[src/rtl/dual_port_ram.sv]
// Simple dual-port RAM: one write port, one read port, single clock, byte enables,
// 1- or 2-cycle read latency and a zero-fill sweep after reset. Parity: DUAL_PORT_RAM_PARITY_EN.
module dual_port_ram #(
  parameter int ADDR_WIDTH   = 4,
  parameter int DATA_WIDTH   = 16,
  parameter int DEPTH        = 16,
  parameter int BYTE_WIDTH   = 8,
  parameter int READ_LATENCY = 1,
  parameter int WRITE_FIRST  = 0
) (
  input  logic                             clk,
  input  logic                             rst,
  output logic                             init_busy,
  input  logic                             wr_cs,
  input  logic                             wr_en,
  input  logic [ADDR_WIDTH-1:0]            wr_addr,
  input  logic [DATA_WIDTH-1:0]            wr_data,
  input  logic [DATA_WIDTH/BYTE_WIDTH-1:0] wr_be,
  input  logic                             rd_cs,
  input  logic                             rd_en,
  input  logic [ADDR_WIDTH-1:0]            rd_addr,
  output logic [DATA_WIDTH-1:0]            rd_data,
  output logic                             rd_valid
`ifdef DUAL_PORT_RAM_PARITY_EN
  ,
  output logic [DATA_WIDTH/BYTE_WIDTH-1:0] rd_perr,
  input  logic                             inj_perr
`endif
);

  localparam int NB = DATA_WIDTH / BYTE_WIDTH;
  localparam logic [ADDR_WIDTH-1:0] LAST_ADDR = ADDR_WIDTH'(DEPTH - 1);
  localparam logic [ADDR_WIDTH:0]   DEPTH_EXT = (ADDR_WIDTH + 1)'(DEPTH);

  typedef enum logic {S_INIT, S_RUN} state_t;

  state_t                state, state_nxt;
  logic [ADDR_WIDTH-1:0] init_cnt, init_cnt_nxt;

  logic [DATA_WIDTH-1:0] mem [DEPTH];

  logic                  wr_ok, rd_ok, wr_in_range, rd_in_range, collide;
  logic [DATA_WIDTH-1:0] wr_old, wr_merged, rd_sel, rd_word;
  logic                  v1;
  logic [DATA_WIDTH-1:0] d1;

  always_ff @(posedge clk) begin
    if (rst) begin
      state    <= S_INIT;
      init_cnt <= '0;
    end else begin
      state    <= state_nxt;
      init_cnt <= init_cnt_nxt;
    end
  end

  always_comb begin
    state_nxt    = state;
    init_cnt_nxt = init_cnt;
    init_busy    = 1'b0;
    case (state)
      S_INIT: begin
        init_busy    = 1'b1;
        init_cnt_nxt = init_cnt + 1'b1;
        if (init_cnt == LAST_ADDR) state_nxt = S_RUN;
      end
      S_RUN:   state_nxt = S_RUN;
      default: state_nxt = S_INIT;
    endcase
  end

  // Out-of-range writes are dropped; out-of-range reads still complete with zero data.
  always_comb begin
    wr_in_range = ({1'b0, wr_addr} < DEPTH_EXT);
    rd_in_range = ({1'b0, rd_addr} < DEPTH_EXT);
    wr_ok       = wr_cs & wr_en & ~init_busy & ~rst & wr_in_range;
    rd_ok       = rd_cs & rd_en & ~init_busy & ~rst;
    collide     = wr_ok & (wr_addr == rd_addr);
    wr_old      = mem[wr_addr];
    wr_merged   = wr_old;
    for (int i = 0; i < NB; i++) begin
      if (wr_be[i]) wr_merged[i*BYTE_WIDTH +: BYTE_WIDTH] = wr_data[i*BYTE_WIDTH +: BYTE_WIDTH];
    end
    rd_sel  = (WRITE_FIRST != 0 && collide) ? wr_merged : mem[rd_addr];
    rd_word = rd_in_range ? rd_sel : '0;
  end

  always_ff @(posedge clk) begin
    if (init_busy && !rst) mem[init_cnt] <= '0;
    else if (wr_ok)        mem[wr_addr]  <= wr_merged;
  end

`ifdef DUAL_PORT_RAM_PARITY_EN
  logic [NB-1:0] par_mem [DEPTH];
  logic [NB-1:0] wr_par_merged, rd_par_sel, rd_perr_word, p1;

  // Even parity per lane; inj_perr flips the stored bit of the lanes being written.
  always_comb begin
    wr_par_merged = par_mem[wr_addr];
    for (int i = 0; i < NB; i++) begin
      if (wr_be[i]) wr_par_merged[i] = (^wr_data[i*BYTE_WIDTH +: BYTE_WIDTH]) ^ inj_perr;
    end
    rd_par_sel = (WRITE_FIRST != 0 && collide) ? wr_par_merged : par_mem[rd_addr];
    for (int i = 0; i < NB; i++) begin
      rd_perr_word[i] = rd_in_range & ((^rd_sel[i*BYTE_WIDTH +: BYTE_WIDTH]) ^ rd_par_sel[i]);
    end
  end

  always_ff @(posedge clk) begin
    if (init_busy && !rst) par_mem[init_cnt] <= '0;
    else if (wr_ok)        par_mem[wr_addr]  <= wr_par_merged;
  end
`endif

  // Read handshake: rd_valid pulses once per accepted read, READ_LATENCY cycles later;
  // there is no ready, so the consumer must take rd_data in that cycle.
  always_ff @(posedge clk) begin
    if (rst) begin
      v1 <= 1'b0;
      d1 <= '0;
`ifdef DUAL_PORT_RAM_PARITY_EN
      p1 <= '0;
`endif
    end else begin
      v1 <= rd_ok;
      if (rd_ok) begin
        d1 <= rd_word;
`ifdef DUAL_PORT_RAM_PARITY_EN
        p1 <= rd_perr_word;
`endif
      end
    end
  end

  generate
    if (READ_LATENCY == 2) begin : g_lat2
      always_ff @(posedge clk) begin
        if (rst) begin
          rd_valid <= 1'b0;
          rd_data  <= '0;
`ifdef DUAL_PORT_RAM_PARITY_EN
          rd_perr  <= '0;
`endif
        end else begin
          rd_valid <= v1;
          if (v1) begin
            rd_data <= d1;
`ifdef DUAL_PORT_RAM_PARITY_EN
            rd_perr <= p1;
`endif
          end
        end
      end
    end else begin : g_lat1
      assign rd_valid = v1;
      assign rd_data  = d1;
`ifdef DUAL_PORT_RAM_PARITY_EN
      assign rd_perr  = p1;
`endif
    end
  endgenerate

endmodule

[config.mk]
export PLATFORM = sky130hd
export DESIGN_NAME = dual_port_ram
export DESIGN_NICKNAME = d
export VERILOG_FILES = /design/src/rtl/dual_port_ram.sv
export SDC_FILE = /design/constraint.sdc
export NUM_CORES = 1
export LEC_CHECK = 0
export ABC_CLOCK_PERIOD_IN_PS = 5300
export CAP_MARGIN = 20
export CORE_ASPECT_RATIO = 0.9
export CORE_UTILIZATION = 30
export CTS_CLUSTER_SIZE = 30
export DETAILED_ROUTE_END_ITERATION = 10
export GPL_TIMING_DRIVEN = 1
export HOLD_SLACK_MARGIN = 0.1
export PLACE_DENSITY = 0.41
export SKIP_LAST_GASP = 1
export SLEW_MARGIN = 20
export SYNTH_ARGS = -nofsm -noshare
export SYNTH_HDL_FRONTEND = slang
export SYNTH_SLANG_ARGS = --single-unit
[constraint.sdc]
create_clock -name clk -period 5.3 [get_ports clk]
set_clock_uncertainty 0.05 [all_clocks]
set_input_delay 0.53 -clock clk [delete_from_list [all_inputs] [get_ports clk]]
set_output_delay 0.53 -clock clk [all_outputs]
set_load 0.05 [all_outputs]
==> results of run 1 <==
## cell usage in the layout, fill, tap and decap left out, types with 2 or more instances in the layout
cell / instances
mux4_2: 48
a22oi_1: 32
clkdlybuf4s50_1: 47
o211ai_1: 16
clkbuf_16: 31
buf_4: 27
clkinv_1: 2
clkinv_2: 6
nor3_1: 19
nor3_2: 13
and2_1: 18
bufinv_16: 4
xor2_1: 2
nand2_1: 21
mux2i_1: 36
nand3_1: 3
mux2i_2: 3
a21o_1: 2
clkbuf_1: 7
dfxtp_1: 22
clkinvlp_4: 5
nor2_1: 9
edfxtp_1: 256
mux2_2: 16
nor2b_1: 10
## cell usage after synthesis (all sizes together) (11+ instances only)
library cell	n	area, um^2
o211ai	16	120
edfxtp	256	7690
dfxtp	22	440
and2	18	113
mux4	48	1080
buf	20	140
nor3	32	180
a22oi	32	240
nor2b	11	68.8
mux2i	39	398
clkbuf	13	48.8
nand2	21	78.8
mux2	18	206
## power groups by stage
| stage | combinational, mW | clock [mW] | sequential [mW] |
|---|---|---|---|
| 2_1_floorplan | 0.120 | 0 | 2.44 |
| 3_3_place_gp | 0.187 | 0 | 2.44 |
| 3_5_place_dp | 0.189 | 0 | 2.44 |
| 4_1_cts | 0.190 | 2.14 | 2.39 |
| 5_1_grt | 0.202 | 2.24 | 2.40 |
| 6_report | 0.186 | 2.09 | 2.39 |
## final timing paths
check                                start    endpoint  slack, ns  cells after the start
worst max-delay path                   rst   mem[2][5]       2.19                      6
worst min-delay path            rd_data[8]  rd_data[8]       0.46                      2
worst max register to register       state   mem[2][5]       2.23                      6
worst min register to register  rd_data[8]  rd_data[8]       0.46                      2
## final cells by class
class,count,area share (%)
multi-input combinational,258,20.6
sequential,278,62.0
clock buffer,38,6.12
timing repair buffer,75,5.17
tap,476,4.54
inverter,1,0.0477
clock inverter,18,1.56
## flip-flops by register name, indices dropped and copies added, names as in the netlist
name	count
rd_data	16
state	1
init_cnt	4
mem	256
rd_valid	1
## critical path, delay by kind of cell
family        cells  cell delay, ns
simple gates      2            0.88
buf+inv           3            1.18
mux               1            0.75
## cell families (layout without fill, tap and decap cells)
family,after synthesis,in the layout
DFF,278,278
muxes,105,105
and+or+nand+nor,97,97
AOI/OAI and AO/OA,52,52
buffers and inverters,34,132
xor gates and xnor gates,3,3
adders and majority gates,1,1
## metrics by stage
stage / cells / worst slack (ns) / util, %
after floorplan: 570 / 2.50 / -
after global placement: 1088 / 1.45 / 33.4
after detailed placement: 1088 / 1.33 / 33.4
after CTS: 1144 / 1.90 / 36.2
after global routing: 1144 / 2.00 / 36.3
final: 1144 / 2.19 / 36.3
## routing by layer
layer  vias to the layer above  track usage [%]  routed length, um
met2                       125             21.2              11100
met5                         -                0                  0
li1                       2469                -                  -
met3                        26             2.03               1160
met1                      2756             20.2              11900
met4                         0             2.83                342
==> metrics.txt, run 1 <==
chip width roughly 200 um; Starting Density 30.4%; DR vias about 5400; power share of the sequential group 51.2%; remaining global-route overflow 0; slew margin rel. 31.5%; mux contribution to synthesized area between 15 and 20%; CTS H-tree depth 1; main combinational cell family by area after synthesis multiplexers; setup tns final 0 ns; Clock Tree Root clkbuf_16; worst-case clock buffer depth 3; worst vdd ir 0.217 mV; register area share after synthesis 74.2%; setup bufs post-CTS 0; final design area excluding fillers 13100 um^2; power share of the combinational group 4.0%; area delta synth->final 19.6%; CTS buffer count 30; crit end category register; final wirelength 24500 um; clk_lat worst skew between 0.5 and 0.6 ns; slowest cell delay on critical path between 0.7 and 0.8 ns; multi-input logic area 2700 um^2; CP Launch Type input port; # IOs 50; Final Hold Viols 0; Cell Area, Placed 12100 um^2; arrival time worst endpoint about 3.4 ns; vias per cell 4.70; syn_area_per_cell 19.2 um^2; Final ANT Viol Nets 0; DR pass1 iterations 5; # setup viols final 0; RSZ-0062 raised after global routing false; PwrDens about 360 nW/um^2; Final Max Tran Viols 0; ys async rst share 0%; Leak 4.65 nW; P_int 3.74 mW; crit path time final 3.11 ns; die area 37300 um^2; WS Path Type in -> reg; initial DRC count 369; ys flop type edfxtp_1; Post-Synth Adder-Cell Area less than 1%; critical path's slowest cell nor4_4; share of cells above drive strength 1 a little under a quarter; fmax 322 MHz; Hold-fix buffers, CTS 0; Residual DRC 0; antenna fix cells 0; outcome finished, final reports clean; largest net degree at the start of global routing 39; nets between 600 and 700; Switching Share 20.1%; Clock power frac 44.8%; vias in the first global route 5696; most used cell, CP buf_4; Worst Tran Pin Value around 1 ns; PostCTS Resize Cnt 0; die height 183 um; sw power between 0.9 and 1 mW; Mapped Cells 570; clk slew on worst S/H paths around 0.06 ns; final HPWL from detailed placement 16500 um; CTS tree yes; GRT Util Overall between 10% and 20%; Seq cells post-synth 278; initial antenna violation count 1; Pwr Total about 4.7 mW; Max-cap violations 0; Post-synth EDFFs 256; Post-Synth Simple-Gate Area a little under 5%; Mapped Nets around 600; worst-path maximum fanout 16; number of buffers added on ports 49; Tcrit/Tclk final about three fifths; crit-path cells clkdlybuf4s50_1 -> nor4_4 -> buf_4 -> mux2i_1 -> nor3_1 -> buf_4; WL/cell 21.4 um; num rows 66; Final GP Congestion 0.722; type of the most critical hold path reg -> reg; xor/xnor cell area share of the yosys netlist less than 1%; Synth Area in Compound Gates between 3 and 4%; fillers about 3400; Reg area 8130 um^2; count of cell types in the netlist 32; Syn. warnings 0; hold_ws 0.455 ns; number of clock sinks 278; Synth Cell Area 11000 um^2; Worst EP required roughly 5.5 ns; core box area 36100 um^2; first-pass GRT wire length between 30000 and 40000 um
No activity file was read; power rests on OpenSTA's default activity.
==> inputs of run 2 (changes only) <==
ABC_CLOCK_PERIOD_IN_PS = 3200   (was 5300)
clock period = 3.2 ns   (was 5.3 ns; I/O delays follow)
==> run 2 against run 1 <==
Net effect: worst setup slack got worse by 1.7 ns; utilization increased by 0.52 points; highest routed layer unchanged; worst hold slack got worse by 0.0077 ns.
==> metrics.txt, run 2 (synthesis gave the netlist of run 1 again) <==
largest register by flop count mem; core box area 36100 um^2 (unchanged); hold wc startpoint rd_data[2]; slew margin rel. 25.1% (-6.4 points); CP Launch Type register; worst-path maximum fanout 8 (-8); final wirelength 24700 um (+1.1%); PwrDens 585 nW/um^2 (+64%); setup bufs post-CTS 0 (unchanged); fmax around 370 MHz; worst-case clock buffer depth 3 (unchanged); sw power 1.59 mW (+69%); worst hold path stage count 2 (unchanged); CTS tree yes; crit path time final 2.72 ns; Regs by FF count mem x256, rd_data x16, init_cnt x4; outcome finished, final reports clean; Post-Layout Cell Count 1172 (+2.4%); CTS buffer count 30 (unchanged); die area 37300 um^2 (unchanged); Switching Share 20.4% (+0.30 points); largest net degree at the start of global routing 41 (+5.1%); Worst EP required 3.45 ns (-2.09 ns); Worst Tran Pin Value 1.09 ns (+0.0679 ns); most frequent cells in the layout edfxtp_1, buf_4, mux4_2; Residual DRC 0 (unchanged); GRT Util Overall 13.7% (+0.073 points); final design area excluding fillers 13300 um^2 (+1.4%); number of buffers added on ports 49 (unchanged); share of cells above drive strength 1 25.4% (+1.5 points); Final Max Tran Viols 0 (unchanged); commonest non-fill, non-tap cell in the layout edfxtp_1; P_int 6.19 mW (+66%); initial antenna violation count 0 (-1); dpl ws 0.198 ns (-1.13 ns); initial DRC count 267 (-28%); DR pass1 iterations 6 (+1); Tcrit/Tclk final 85.1%; worst setup margin 0.478 ns (-1.71 ns); die height 183 um (unchanged); antenna fix cells 0 (unchanged); chip width 203 um (unchanged); Cell Area, Placed 12300 um^2 (+1.8%); vias in the first global route 5890 (+3.4%); Final GP Congestion 0.737 (+2.1%); crit end category register; Leak 4.82 nW (+3.5%); Max-cap violations 0 (unchanged); fillers 3329 (-1.4%); max reg flops 256 (unchanged); Clock Tree Root clkbuf_16; setup tns final 0 ns (unchanged); arrival time worst endpoint 2.97 ns (-0.38 ns); first-pass GRT wire length 38300 um (+1.7%); remaining global-route overflow 0 (unchanged); R2R Path Start state; area delta synth->final 21.3%; final HPWL from detailed placement 16800 um (+1.6%); Final Hold Viols 0 (unchanged); nets 705 (+4.1%); clk slew on worst S/H paths 0.06 ns (about the same); CP startpoint state; worst vdd ir 0.399 mV (+84%); WS Path Type reg -> reg; # setup viols final 0 (unchanged); Clock power frac 44.9% (about the same); DR vias 5502 (+2.3%); hold_ws 0.448 ns (-0.00767 ns); Final ANT Viol Nets 0 (unchanged); power share of the sequential group 51.0% (-0.2 points); r2r worst-path depth 6 (unchanged); CTS H-tree depth 1 (unchanged); Starting Density 30.4% (unchanged); # IOs 50 (unchanged); Pwr Total 7.78 mW (+66%); type of the most critical hold path reg -> reg; clk_lat worst skew 0.55 ns (about the same); Hold-fix buffers, CTS 0 (unchanged); Placed Cells 1116 (+2.6%); num rows 66 (unchanged); PostCTS Resize Cnt 0 (unchanged); number of clock sinks 278 (unchanged); RSZ-0062 raised after global routing false; vias per cell 4.69 (-0.10%); power share of the combinational group 4.1% (about the same); Final Core Density 36.8% (+0.52 points); WL/cell 21.1 um (-1.3%)
run 2: changes by cell type in the layout (fill, tap and decap cells not counted), moves of 2 or more:
cell        delta
buf_4         +25
buf_12         +2
nor3_1         +9
clkbuf_8       +4
clkbuf_1       -4
clkinvlp_4     -2
nor3_2         -9
clkinv_1       +4
run 2: per-layer routing:
| layer | wire [um] | share of wire [%] | GRT usage [%] | up-vias |
|---|---|---|---|---|
| met1 | 12300 | 50 | 20.5 | 2817 |
| met3 | 1150 | 4.6 | 2.19 | 27 |
| met2 | 10900 | 44 | 20.6 | 125 |
| met5 | 0 | 0 | 0 | - |
| li1 | - | - | - | 2533 |
| met4 | 396 | 1.6 | 3.37 | 0 |
run 2: power groups by stage:
stage / clock (mW) / sequential (mW) / combinational, mW
2_1_floorplan: 0 / 4.04 / 0.199
3_3_place_gp: 0 / 4.04 / 0.323
3_5_place_dp: 0 / 4.04 / 0.326
4_1_cts: 3.58 / 3.97 / 0.327
5_1_grt: 3.71 / 3.97 / 0.348
6_report: 3.49 / 3.97 / 0.321
run 2: final cells by class:
cell class	count	area [um^2]	area share, %
sequential	278	8130	61.1
multi-input combinational	258	2640	19.9
timing repair buffer	103	911	6.85
clock buffer	38	842	6.33
tap	476	596	4.48
clock inverter	18	169	1.27
inverter	1	6.26	0.0471
run 2: final timing paths:
kind | to | slack, ns
setup / recovery | mem[2][11] | 0.48
hold / removal | rd_data[2] | 0.45
setup reg to reg | mem[2][11] | 0.48
hold reg to reg | rd_data[2] | 0.45
run 2: critical path, stage by stage (launching register included):
cell     delay, ns
dfxtp_1       0.56
inv_4         0.10
nor4_4        0.30
buf_4         0.20
mux2i_1       0.90
nor3_1        0.12
buf_4         0.23
==> inputs of run 3 (changes only) <==
GPL_ROUTABILITY_DRIVEN = 1   (was unset)
==> results of run 3 <==
No change in the layout: final DEF, timing and power equal those of run 2.
